<file path="config.mk">
export PLATFORM = sky130hd
export DESIGN_NAME = burst_clock_gen
export DESIGN_NICKNAME = d
export VERILOG_FILES = /design/src/rtl/burst_clock_gen.sv
export SDC_FILE = /design/constraint.sdc
export NUM_CORES = 1
export LEC_CHECK = 0
export ABC_CLOCK_PERIOD_IN_PS = 6900
export BUFFER_PORTS_ARGS = -buffer_cell sky130_fd_sc_hd__buf_2
export CAP_MARGIN = 0
export CELL_PAD_IN_SITES_DETAIL_PLACEMENT = 1
export CELL_PAD_IN_SITES_GLOBAL_PLACEMENT = 1
export CORE_MARGIN = 2
export CORE_UTILIZATION = 40
export CTS_CLUSTER_DIAMETER = 60
export DETAILED_ROUTE_END_ITERATION = 8
export PLACE_DENSITY = 0.82
export SYNTH_ARGS = -nofsm -noshare
export SYNTH_HDL_FRONTEND = slang
export SYNTH_SLANG_ARGS = --single-unit
</file>
<file path="constraint.sdc">
create_clock -name I_CLK -period 6.9 [get_ports I_CLK]
set_input_delay 0.69 -clock I_CLK [delete_from_list [all_inputs] [get_ports I_CLK]]
set_output_delay 0.69 -clock I_CLK [all_outputs]
set_load 0.005 [all_outputs]
</file>
<file path="src/rtl/burst_clock_gen.sv">
// Burst/continuous divided-clock generator with busy/done status and period count.
// Optional edge strobes are enabled by defining BURST_CLOCK_GEN_EDGE_STROBE_EN.
module burst_clock_gen #(
  parameter int CNT_W   = 32,
  parameter int DIV_MIN = 1
) (
  input  logic             I_CLK,
  input  logic             I_RSTn,
  input  logic             I_START,
  input  logic             I_ABORT,
  input  logic             I_CONT,
  input  logic             I_CPOL,
  input  logic [CNT_W-1:0] I_DIV_FACTOR,
  input  logic [CNT_W-1:0] I_ACTIVE_COUNT,
  output logic             O_CLK_DIV,
  output logic             O_BUSY,
  output logic             O_DONE,
  output logic [CNT_W-1:0] O_PERIOD_CNT
`ifdef BURST_CLOCK_GEN_EDGE_STROBE_EN
  ,
  output logic             O_LEAD_STB,
  output logic             O_TRAIL_STB
`endif
);

  localparam logic [1:0] S_IDLE   = 2'd0;
  localparam logic [1:0] S_ACT    = 2'd1;
  localparam logic [1:0] S_IDL_PH = 2'd2;
  localparam logic [1:0] S_DONE   = 2'd3;

  localparam logic [CNT_W-1:0] ZERO_C    = {CNT_W{1'b0}};
  localparam logic [CNT_W-1:0] ONE_C     = {{(CNT_W-1){1'b0}}, 1'b1};
  localparam logic [CNT_W-1:0] DIV_MIN_C = CNT_W'(DIV_MIN);

  logic [1:0]       state_r, state_s;
  logic [CNT_W-1:0] phase_r, phase_s;
  logic [CNT_W-1:0] cnt_r, cnt_s;
  logic [CNT_W-1:0] dm1_r;
  logic [CNT_W-1:0] count_r;
  logic             cont_r;
  logic             cpol_r;
  logic             start_q_r;
  logic             armed_r;
  logic             load_s;
  logic             start_edge_s;
  logic [CNT_W-1:0] div_s;
  logic [CNT_W-1:0] cnt_inc_s;
  logic             clk_s, busy_s, done_s;

  // armed_r keeps a start level held across reset release from looking like an edge
  assign start_edge_s = I_START & ~start_q_r & armed_r;
  assign div_s        = (I_DIV_FACTOR < DIV_MIN_C) ? DIV_MIN_C : I_DIV_FACTOR;
  assign cnt_inc_s    = cnt_r + ONE_C;

  // Next-state, phase counter and period counter
  always_comb begin
    state_s = state_r;
    phase_s = phase_r;
    cnt_s   = cnt_r;
    load_s  = 1'b0;
    if (I_ABORT) begin
      state_s = S_IDLE;
    end else begin
      case (state_r)
        S_IDLE: begin
          if (start_edge_s) begin
            load_s = 1'b1;
            cnt_s  = ZERO_C;
            if (!I_CONT && (I_ACTIVE_COUNT == ZERO_C)) begin
              state_s = S_DONE;
            end else begin
              state_s = S_ACT;
              phase_s = div_s - ONE_C;
            end
          end else begin
            state_s = S_IDLE;
          end
        end
        S_ACT: begin
          if (phase_r == ZERO_C) begin
            state_s = S_IDL_PH;
            phase_s = dm1_r;
          end else begin
            phase_s = phase_r - ONE_C;
          end
        end
        S_IDL_PH: begin
          if (phase_r == ZERO_C) begin
            cnt_s   = cnt_inc_s;
            phase_s = dm1_r;
            // a period is only ever ended here, so no runt pulses are possible
            if (cont_r) begin
              state_s = I_START ? S_ACT : S_DONE;
            end else begin
              state_s = (cnt_inc_s == count_r) ? S_DONE : S_ACT;
            end
          end else begin
            phase_s = phase_r - ONE_C;
          end
        end
        S_DONE: begin
          state_s = S_IDLE;
        end
        default: begin
          state_s = S_IDLE;
        end
      endcase
    end
  end

  // Output decode; outputs follow the state one cycle later, abort acts at once
  always_comb begin
    clk_s  = I_CPOL;
    busy_s = 1'b0;
    done_s = 1'b0;
    if (I_ABORT) begin
      clk_s = I_CPOL;
    end else begin
      case (state_r)
        S_IDLE:   clk_s = I_CPOL;
        S_ACT: begin
          clk_s  = ~cpol_r;
          busy_s = 1'b1;
        end
        S_IDL_PH: begin
          clk_s  = cpol_r;
          busy_s = 1'b1;
        end
        S_DONE: begin
          clk_s  = cpol_r;
          done_s = 1'b1;
        end
        default:  clk_s = I_CPOL;
      endcase
    end
  end

  // State, counters and start-edge detector
  always_ff @(posedge I_CLK or negedge I_RSTn) begin
    if (!I_RSTn) begin
      state_r   <= S_IDLE;
      phase_r   <= ZERO_C;
      cnt_r     <= ZERO_C;
      start_q_r <= 1'b0;
      armed_r   <= 1'b0;
    end else begin
      state_r   <= state_s;
      phase_r   <= phase_s;
      cnt_r     <= cnt_s;
      start_q_r <= I_START;
      armed_r   <= armed_r | ~I_START;
    end
  end

  // Configuration captured only on an accepted start edge
  always_ff @(posedge I_CLK or negedge I_RSTn) begin
    if (!I_RSTn) begin
      dm1_r   <= ZERO_C;
      count_r <= ZERO_C;
      cont_r  <= 1'b0;
      cpol_r  <= 1'b0;
    end else if (load_s) begin
      dm1_r   <= div_s - ONE_C;
      count_r <= I_ACTIVE_COUNT;
      cont_r  <= I_CONT;
      cpol_r  <= I_CPOL;
    end
  end

  // Registered outputs
  always_ff @(posedge I_CLK or negedge I_RSTn) begin
    if (!I_RSTn) begin
      O_CLK_DIV    <= 1'b0;
      O_BUSY       <= 1'b0;
      O_DONE       <= 1'b0;
      O_PERIOD_CNT <= ZERO_C;
    end else begin
      O_CLK_DIV    <= clk_s;
      O_BUSY       <= busy_s;
      O_DONE       <= done_s;
      O_PERIOD_CNT <= cnt_r;
    end
  end

`ifdef BURST_CLOCK_GEN_EDGE_STROBE_EN
  logic lead_s, trail_s;

  // Phase reload value marks the first cycle of each half-period
  always_comb begin
    lead_s  = 1'b0;
    trail_s = 1'b0;
    if (!I_ABORT) begin
      lead_s  = (state_r == S_ACT)    && (phase_r == dm1_r);
      trail_s = (state_r == S_IDL_PH) && (phase_r == dm1_r);
    end else begin
      lead_s  = 1'b0;
      trail_s = 1'b0;
    end
  end

  // Strobe registers share O_CLK_DIV timing
  always_ff @(posedge I_CLK or negedge I_RSTn) begin
    if (!I_RSTn) begin
      O_LEAD_STB  <= 1'b0;
      O_TRAIL_STB <= 1'b0;
    end else begin
      O_LEAD_STB  <= lead_s;
      O_TRAIL_STB <= trail_s;
    end
  end
`endif

endmodule
</file>
# Word-level counts from Yosys, hierarchy flattened
# Index checks and enable logic that the tools add are counted.
# op_classes
add_sub_neg	3
magnitude_cmp	1
n_eq_ne	9
muxes	26
bitwise	7
reduce_logical	12
# op_table
op	count
$mux W32	6
$pmux W32 S2	2
$logic_not A32 Y1	2
$sub A32 B1 Y32 const B	2
$add A32 B1 Y32 const B	1
$eq A32 B32 Y1	1
$lt A32 B1 Y1 const B	1
$mux W2	8
$mux W1	8
$pmux W2 S4	1
$reduce_and A4 Y1	2
$ne A2 B2 Y1 const B	3
$ne A3 B3 Y1 const B	2
$eq A2 B2 Y1 const B	2
$not A1 Y1	4
$reduce_bool A2 Y1	2
$reduce_or A2 Y1	2
$pmux W1 S3	1
$and A1 B1 Y1	2
$eq A2 B1 Y1 const B	1
$logic_not A2 Y1	1
$reduce_and A2 Y1	1
$logic_and A1 B1 Y1	1
$logic_not A1 Y1	1
$or A1 B1 Y1	1
# word_totals
ff_bits	169
input_bits	70
output_inout_bits	35
word_cells	71

# Depth between registers and ports, before layout
# Gate-level depths: netlist of run 1.
# depth
depth_word	7
depth_mapped	13
depth_no_buf	12

# Worst setup path after synthesis of run 1
# Ideal clock, no wire load.
# synth_timing
path_kind	input -> register
from	input port I_DIV_FACTOR[12]
to	register phase_r[30]
setup_time_ps	121
arrival_ps	3883
t_required_ps	6779
slack_ps	2896
path_stages	13
n_path_buf	1
cell_sequence	or4_1 or4b_2 nor4_1 a21oi_1 ha_1 nor4b_1 nand3_1 or4_1 clkbuf_1 nor3_1 xnor2_1 o21ai_0 o22a_1
# synth_via
elab_chain_len	6
# synth_rtl
element	line_no	text
start, declared	13	input logic [CNT_W-1:0] I_DIV_FACTOR,
$lt A32 B1 Y1	52	assign div_s = (I_DIV_FACTOR < DIV_MIN_C) ? DIV_MIN_C : I_DIV_FACTOR;
$mux W32 (*)	52	
$sub A32 B1 Y32 (*)	73	phase_s = div_s - ONE_C;
$mux W32 (*)	69	if (!I_CONT && (I_ACTIVE_COUNT == ZERO_C)) begin
$mux W32 (*)	66	if (start_edge_s) begin
$pmux W32 S2 (*)	64	case (state_r)
end signal, assigned	148	phase_r <= phase_s;
end, declared	36	logic [CNT_W-1:0] phase_r, phase_s;
# Mark *: on every way between the ends. The rest lies on a longest branch, timed or not. The select of a mux whose other input is x is not followed.
# A chain may end at the register's enable or synchronous reset.

# Worst setup path in the final report of run 1
# layout_timing
from	register phase_r[10]
to	register cnt_r[6]
# layout_via
elab_chain_len	3
# layout_rtl
element	line_no	text
$logic_not A32 Y1	88	if (phase_r == ZERO_C) begin
$ne A2 B2 Y1 (no source line)	--	
$reduce_and A4 Y1 (no source line)	--	
end signal, assigned	149	cnt_r <= cnt_s;
end, declared	37	logic [CNT_W-1:0] cnt_r, cnt_s;
# Every way passes these cells.

==> flow_summary.toml, run 1 <==
[status]
outcome = "complete, no violations"

[logic_synthesis]
yosys.area.top_type = "dfrtp_1"
avgSynthCellArea_sq_um = 9.61
async_reset_ff_frac = 1.00
synth_flop_cell = "dfrtp_1"
synth_fa_ha_area_frac = 0.0109
yosys.area_share.simple = 0.195
synthCells = 952
synth_top_family_by_area = "simple AND/OR/NAND/NOR gates"
synth_compound_area_frac = 0.155
synth-edff-count = 0
synth_top_area_share = 0.462
syn_area_sq_um = 9150
ys_ff_latch = 169
synth_area_leaders = "dfrtp_1, xnor2_1, mux2_2"
ys_seq_area_frac = 0.462
synth-xor-area-share = 0.0919
muxShareOfSynthArea = 0.0532
syn_nets = 1030
ys_types = 66
yosysWarnings = 0

[sta]
drv_slew = 0
max-slew-margin-rel = 0.300
hold_violations = 0
tns_ps = 0
rsz0062_at_grt = "no"
tightest_slew_ps = 1050
fin_crit_ps = 4260
fmaxAchievable_ghz = 0.235
setup_viol = 0
fin_crit_sh = 0.617
fin_skew_ps = 10.4

[setup_path]
critical_path.top_delay_family = "simple AND/OR/NAND/NOR gates"
r2r_end = "cnt_r[6]"
reg2regPathDepth = 7
worstPathMaxFanout = 47
cp_num_buf_inv = 1
endpoint_kind = "flop"
slowest_delay_ps = 870
worstPathArrival_ps = 4580
timing.rr.start = "phase_r[10]"
cpMostUsedCell = "or4_4"
crit_chain = "or4_4 > or4_1 > or4_4 > a211o_4 > clkinv_2 > nand2_2 > o31ai_1"
worst_path_max_delay_cell = "or4_4"
r2r_setup_slack_ps = 2640
start_kind = "flop"
crit_type = "reg2reg"
worst_ep_required_time_ps = 7220

[cells_and_area]
final_cell_area_sq_um = 10500
num-nets-final = 1104
mostFrequentLayoutCell = "dfrtp_1"
areaGrowthSynthToFinish_pct = 14.5
nFillCells = 2584
layout_common_cells = "dfrtp_1, buf_2, nor2_1"
final_layout_size_suffix_gt1_frac = 0.191
diodes = 0

[cts]
root_buffer = "clkbuf_16"
cts_setup_buffers = 0
cts_resized = 0
worstSkewPairLatency_ps = 440
numCtsBuffers = 17
path_clk_slew_ps = 70
ctsHoldBuffers = 0
htree_levels = 4
clockBufferDepth = 2
clock-sinks = 169
tritoncts = "yes"

[job]
drv_cap = 0

[die]
rows = 55
die_y_um = 155
initial_core_util = 0.405
fp.dieW_um = 155
core_sq_um = 22600
die-area_sq_um = 24100
pin_count = 105

[pwr]
static-leakage-power_nw = 4.38
p_total_mw = 3.72
combPwrFrac = 0.315
clkPwrFrac = 0.266
peakVddDrop_mv = 0.164
switching_share = 0.359
netSwitchingPower_mw = 1.34
p_seq_frac = 0.419
p_int_mw = 2.38
power_density_nw_per_um2 = 355

[placement]
dpl_cell_area_sq_um = 9870
portBuffers = 104
gp_congestion = 0.847
dp_hpwl_um = 18800

[drt]
drt_pre_antenna_iters = 5
drc = 0
ant_nets = 0
vias = 7754
viasPerCell = 5.86
finalWirelength_um = 27000
wl_per_cell_um = 20.4
drt-initial-drc-count = 402

[global_routing]
grt_max_degree = 81
gr-total-overflow = 0
grt_antenna_before_repair = 0
grt_pass1_wl_um = 44000
first_global_vias = 8218
grtUsageTotal = 0.232

[worst_hold_path]
holdCritPathClass = "in2async"
[power by group through the flow]
stage | logic, mW | clock network, mW | registers (mW)
global placement | 1.10 | 0 | 1.55
floorplan | 0.872 | 0 | 1.48
finish | 1.17 | 0.989 | 1.56
global route | 1.31 | 1.05 | 1.60
detailed placement | 1.16 | 0 | 1.57
CTS | 1.17 | 1.01 | 1.56
[synthesized netlist by cell type (6+ instances only)]
cell and number:
nand2b_1 7, nand3_1 18, o221ai_1 11, and3_1 7
a211oi_1 8, nand2_1 75, ha_1 8, o21a_1 7
and2_1 22, mux2_2 37, o211ai_1 12, inv_1 14
clkbuf_1 50, xor2_1 38, nor2_1 86, xnor2_1 58
or3_1 13, nor4_1 20, dfrtp_1 169, nand4_1 16
nor2b_1 7, o21ai_0 63, mux2i_1 7, nor3_1 29
or2_2 6, or4_1 16, a21oi_1 51, o31ai_1 25
[worst max path at each step]
| stage | slack [ps] | end | cells past startpoint | from |
|---|---|---|---|---|
| global placement | 2470 | phase_r[30] | 13 | I_DIV_FACTOR[12] |
| finish | 2640 | cnt_r[6] | 7 | phase_r[10] |
| floorplan | 2900 | phase_r[30] | 13 | I_DIV_FACTOR[12] |
| global route | 2460 | cnt_r[21] | 7 | phase_r[10] |
| detailed placement | 2320 | phase_r[22] | 13 | I_DIV_FACTOR[12] |
| CTS | 2620 | cnt_r[6] | 7 | phase_r[10] |
[registers in the layout, summed over array words and instances (netlist names)]
name and cells:
O_CLK_DIV 1, phase_r 32, O_DONE 1, cont_r 1, O_BUSY 1, armed_r 1, O_PERIOD_CNT 32, start_q_r 1
cnt_r 32, cpol_r 1, dm1_r 32, count_r 32, state_r 2
[cells by family after synthesis]
| kind of cell | after synthesis |
|---|---|
| buffers and inverters | 71 |
| AOI/OAI and AO/OA | 218 |
| adders and majority gates | 8 |
| muxes | 44 |
| xor gates and xnor gates | 96 |
| DFF | 169 |
| and+or+nand+nor | 346 |
[worst reg2reg max path: cells and delay by family (launching register included)]
family,cells,cell delay (ps)
and+or+nand+nor,4,2540
AOI/OAI and AO/OA,2,1040
DFF,1,440
buffers and inverters,1,120
[through the flow]
| stage | instances | utilization | setup slack (ps) | hold WS, ps |
|---|---|---|---|---|
| floorplan | 952 | - | 2900 | 352 |
| global placement | 1292 | 0.437 | 2470 | 440 |
| detailed placement | 1292 | 0.437 | 2320 | 456 |
| CTS | 1324 | 0.464 | 2620 | 315 |
| global route | 1324 | 0.464 | 2460 | 343 |
| finish | 1324 | 0.464 | 2640 | 291 |
[cell type report]
cell class / count / area (sq um) / share of cell area
Clock buffer: 20 / 467 / 0.0446
Tap cell: 285 / 357 / 0.0341
Sequential cell: 169 / 4230 / 0.404
Timing Repair Buffer: 111 / 579 / 0.0553
Clock inverter: 12 / 136 / 0.0130
Inverter: 15 / 57.6 / 0.00550
Multi-Input combinational cell: 712 / 4650 / 0.444
[metal layers]
layer / share of wire / GRT usage / vias up
met5: 0 / 0 / -
met3: 0.044 / 0.0404 / 49
met4: 0.025 / 0.0778 / 0
met1: 0.42 / 0.287 / 3897
met2: 0.51 / 0.411 / 217
li1: - / - / 3591
No activity file was read; power rests on OpenSTA's default activity.
==> run 2, diff against run 1 <==
==> config.mk (replaced) <==
export PLATFORM = sky130hd
export DESIGN_NAME = burst_clock_gen
export DESIGN_NICKNAME = d
export VERILOG_FILES = /design/src/rtl/burst_clock_gen.sv
export SDC_FILE = /design/constraint.sdc
export NUM_CORES = 1
export LEC_CHECK = 0
export ABC_AREA = 1
export ABC_CLOCK_PERIOD_IN_PS = 3750
export BUFFER_PORTS_ARGS = -buffer_cell sky130_fd_sc_hd__buf_2
export CAP_MARGIN = 0
export CELL_PAD_IN_SITES_DETAIL_PLACEMENT = 1
export CELL_PAD_IN_SITES_GLOBAL_PLACEMENT = 1
export CORE_MARGIN = 2
export CORE_UTILIZATION = 39
export CTS_CLUSTER_DIAMETER = 60
export DETAILED_ROUTE_END_ITERATION = 8
export PLACE_DENSITY = 0.87
export SYNTH_ARGS = -nofsm -noshare
export SYNTH_HDL_FRONTEND = slang
export SYNTH_SLANG_ARGS = --single-unit
==> constraint.sdc (replaced) <==
create_clock -name I_CLK -period 3.75 [get_ports I_CLK]
set_input_delay 0.375 -clock I_CLK [delete_from_list [all_inputs] [get_ports I_CLK]]
set_output_delay 0.375 -clock I_CLK [all_outputs]
set_load 0.005 [all_outputs]
==> flow_summary.toml, run 2 <==
[setup_path]
reg2regPathDepth = 13
r2r_setup_slack_ps = 590
endpoint_kind = "flop"
crit_end = "cnt_r[22]"
crit_start = "phase_r[17]"
timing.rr.start = "phase_r[17]"
worstPathArrival_ps = 3460
worst_ep_required_time_ps = 4050
crit_type = "reg2reg"
r2r_end = "cnt_r[22]"
worstPathMaxFanout = 34
start_kind = "flop"

[logic_synthesis]
netlist_top_cells_count = "nand2_1, nor2_1, dfrtp_1, inv_1, nand3_1"
async_reset_ff_frac = 1.00
syn_nets = 1478
synth_area_leaders = "dfrtp_1, nand2_1, nor2_1"
synth_compound_area_frac = 0.119
synth-xor-area-share = 0.0408
synth_top_family_by_area = "simple AND/OR/NAND/NOR gates"
synth_top_area_share = 0.423
yosys.area_share.simple = 0.326
syn_area_sq_um = 10000
ys_types = 42
synth-edff-count = 0
muxShareOfSynthArea = 0
avgSynthCellArea_sq_um = 7.14
synth_fa_ha_area_frac = 0.0100
yosysWarnings = 0
synth_flop_cell = "dfrtp_1"
yosys.area.top_type = "dfrtp_1"
yosys.cell_count.top_type = "nand2_1"
ys_seq_area_frac = 0.423
synthCells = 1400
ys_ff_latch = 169

[pwr]
clkPwrFrac = 0.331
switching_share = 0.349
static-leakage-power_nw = 5.43
p_int_mw = 3.79
netSwitchingPower_mw = 2.03
p_seq_frac = 0.430
combPwrFrac = 0.239
power_density_nw_per_um2 = 506
peakVddDrop_mv = 0.339

[placement]
dp_hpwl_um = 24100
gp_congestion = 0.872
portBuffers = 104
place_inst = 1808

[cells_and_area]
stdcell_count = 1840
mostFrequentLayoutCell = "nand2_1"
areaGrowthSynthToFinish_pct = 15.1
final_layout_size_suffix_gt1_frac = 0.137
num-nets-final = 1575
layout_common_cells = "nand2_1, nor2_1, dfrtp_1"
nFillCells = 3266
diodes = 0
final_util = 0.457

[die]
die_y_um = 164
initial_core_util = 0.397
rows = 58
core_sq_um = 25200
die-area_sq_um = 26900
pin_count = 105
fp.dieW_um = 164

[drt]
wl_met3_um = 1470
drt_pre_antenna_iters = 5
top_layer = "met4"
wl_per_cell_um = 18.0
met2_length_um = 16700
drt-initial-drc-count = 763
finalWirelength_um = 33100
viasPerCell = 5.43
wl_met1_um = 13700
ant_nets = 0
drc = 0
vias = 9997

[cts]
worstSkewPairLatency_ps = 440
clock-sinks = 169
cts_setup_buffers = 0
cts_resized = 0
root_buffer = "clkbuf_16"
htree_levels = 4
numCtsBuffers = 17
clockBufferDepth = 2
path_clk_slew_ps = 70
ctsHoldBuffers = 0
tritoncts = "yes"

[global_routing]
first_global_vias = 10500
grt_pass1_wl_um = 53700
grtUsageTotal = 0.255
gr-total-overflow = 0
grt_max_degree = 88
grt_antenna_before_repair = 0

[sta]
max-slew-margin-rel = 0.402
tightest_slew_ps = 898
fin_crit_sh = 0.842
rsz0062_at_grt = "no"
drv_slew = 0
tns_ps = 0
setup_viol = 0
fin_skew_ps = 15.5
holdWs_ps = -6.33
fmaxAchievable_ghz = 0.317
fin_crit_ps = 3160
hold_violations = 1

[job]
drv_cap = 0

[status]
failed_checks = "hold timing"
outcome = "finished with violations"

[worst_hold_path]
holdCritPathClass = "in2async"
==> run 2: changes by cell type after synthesis, sizes merged, moves of 22 or more <==
cell    previous run  this run
and2              22         0
xnor2             58         9
mux2              37         0
nor2              86       202
o21ai             63       116
nand3             18       116
o31ai             25         0
nand2             76       383
clkbuf            50        25
inv               14       168
a21oi             51        29
==> run 2: how the worst min path moves through the flow <==
stage / startpoint / end
after global routing: I_RSTn / O_PERIOD_CNT[7]
after global placement: cnt_r[31] / O_PERIOD_CNT[31]
after CTS: I_RSTn / O_PERIOD_CNT[7]
final: I_RSTn / O_PERIOD_CNT[7]
after detailed placement: cnt_r[31] / O_PERIOD_CNT[31]
after floorplan: I_RSTn / O_BUSY
==> run 2: cell type report <==
class / instances / area (sq um) / area share
Clock inverter: 13 / 176 / 0.0153
Timing Repair Buffer: 116 / 629 / 0.0547
Multi-Input combinational cell: 1023 / 4960 / 0.432
Clock buffer: 19 / 453 / 0.0394
Tap cell: 330 / 413 / 0.0359
Inverter: 170 / 638 / 0.0555
Sequential cell: 169 / 4230 / 0.368
==> run 2: kinds of logic after synthesis <==
logic type                 count (synthesis)
and+or+nand+nor                          767
xor gates and xnor gates                  45
AOI/OAI and AO/OA                        203
adders and majority gates                  8
DFF                                      169
buffers and inverters                    208
==> run 2: worst max-delay path, cell delays in order, from the launching register on <==
cell     delay (ps)
dfrtp_1         460
nor2_2          230
inv_2            60
nor2_1          150
inv_1            90
nor2_1          190
nand2_1          90
nor2_2          150
inv_2           270
a21oi_4         230
nand2_2         370
inv_2           440
nand3_1         110
o21ai_0         170
==> run 2: metrics by stage <==
| step | setup WS, ps | power, mW | instance area, sq um | hold slack [ps] |
|---|---|---|---|---|
| global route | 426 | 6.15 | 11500 | 63.8 |
| CTS | 625 | 5.83 | 11500 | 41.4 |
| floorplan | 1340 | 3.38 | 10000 | 79.4 |
| global placement | 790 | 3.78 | 10900 | 395 |
| detailed placement | 722 | 3.88 | 10900 | 404 |
| finish | 593 | 5.82 | 11500 | -6.33 |
==> run 2: power by group through the flow <==
stage / combinational (mW) / clock, mW / sequential, mW
floorplan: 0.958 / 0 / 2.42
global placement: 1.29 / 0 / 2.49
detailed placement: 1.36 / 0 / 2.51
CTS: 1.39 / 1.95 / 2.49
global route: 1.58 / 2.03 / 2.54
finish: 1.39 / 1.92 / 2.50
==> run 2: layer usage <==
layer,global-route usage,vias up
met2,0.450,296
met4,0.116,0
met1,0.308,4901
met5,0,-
li1,-,4713
met3,0.0338,87
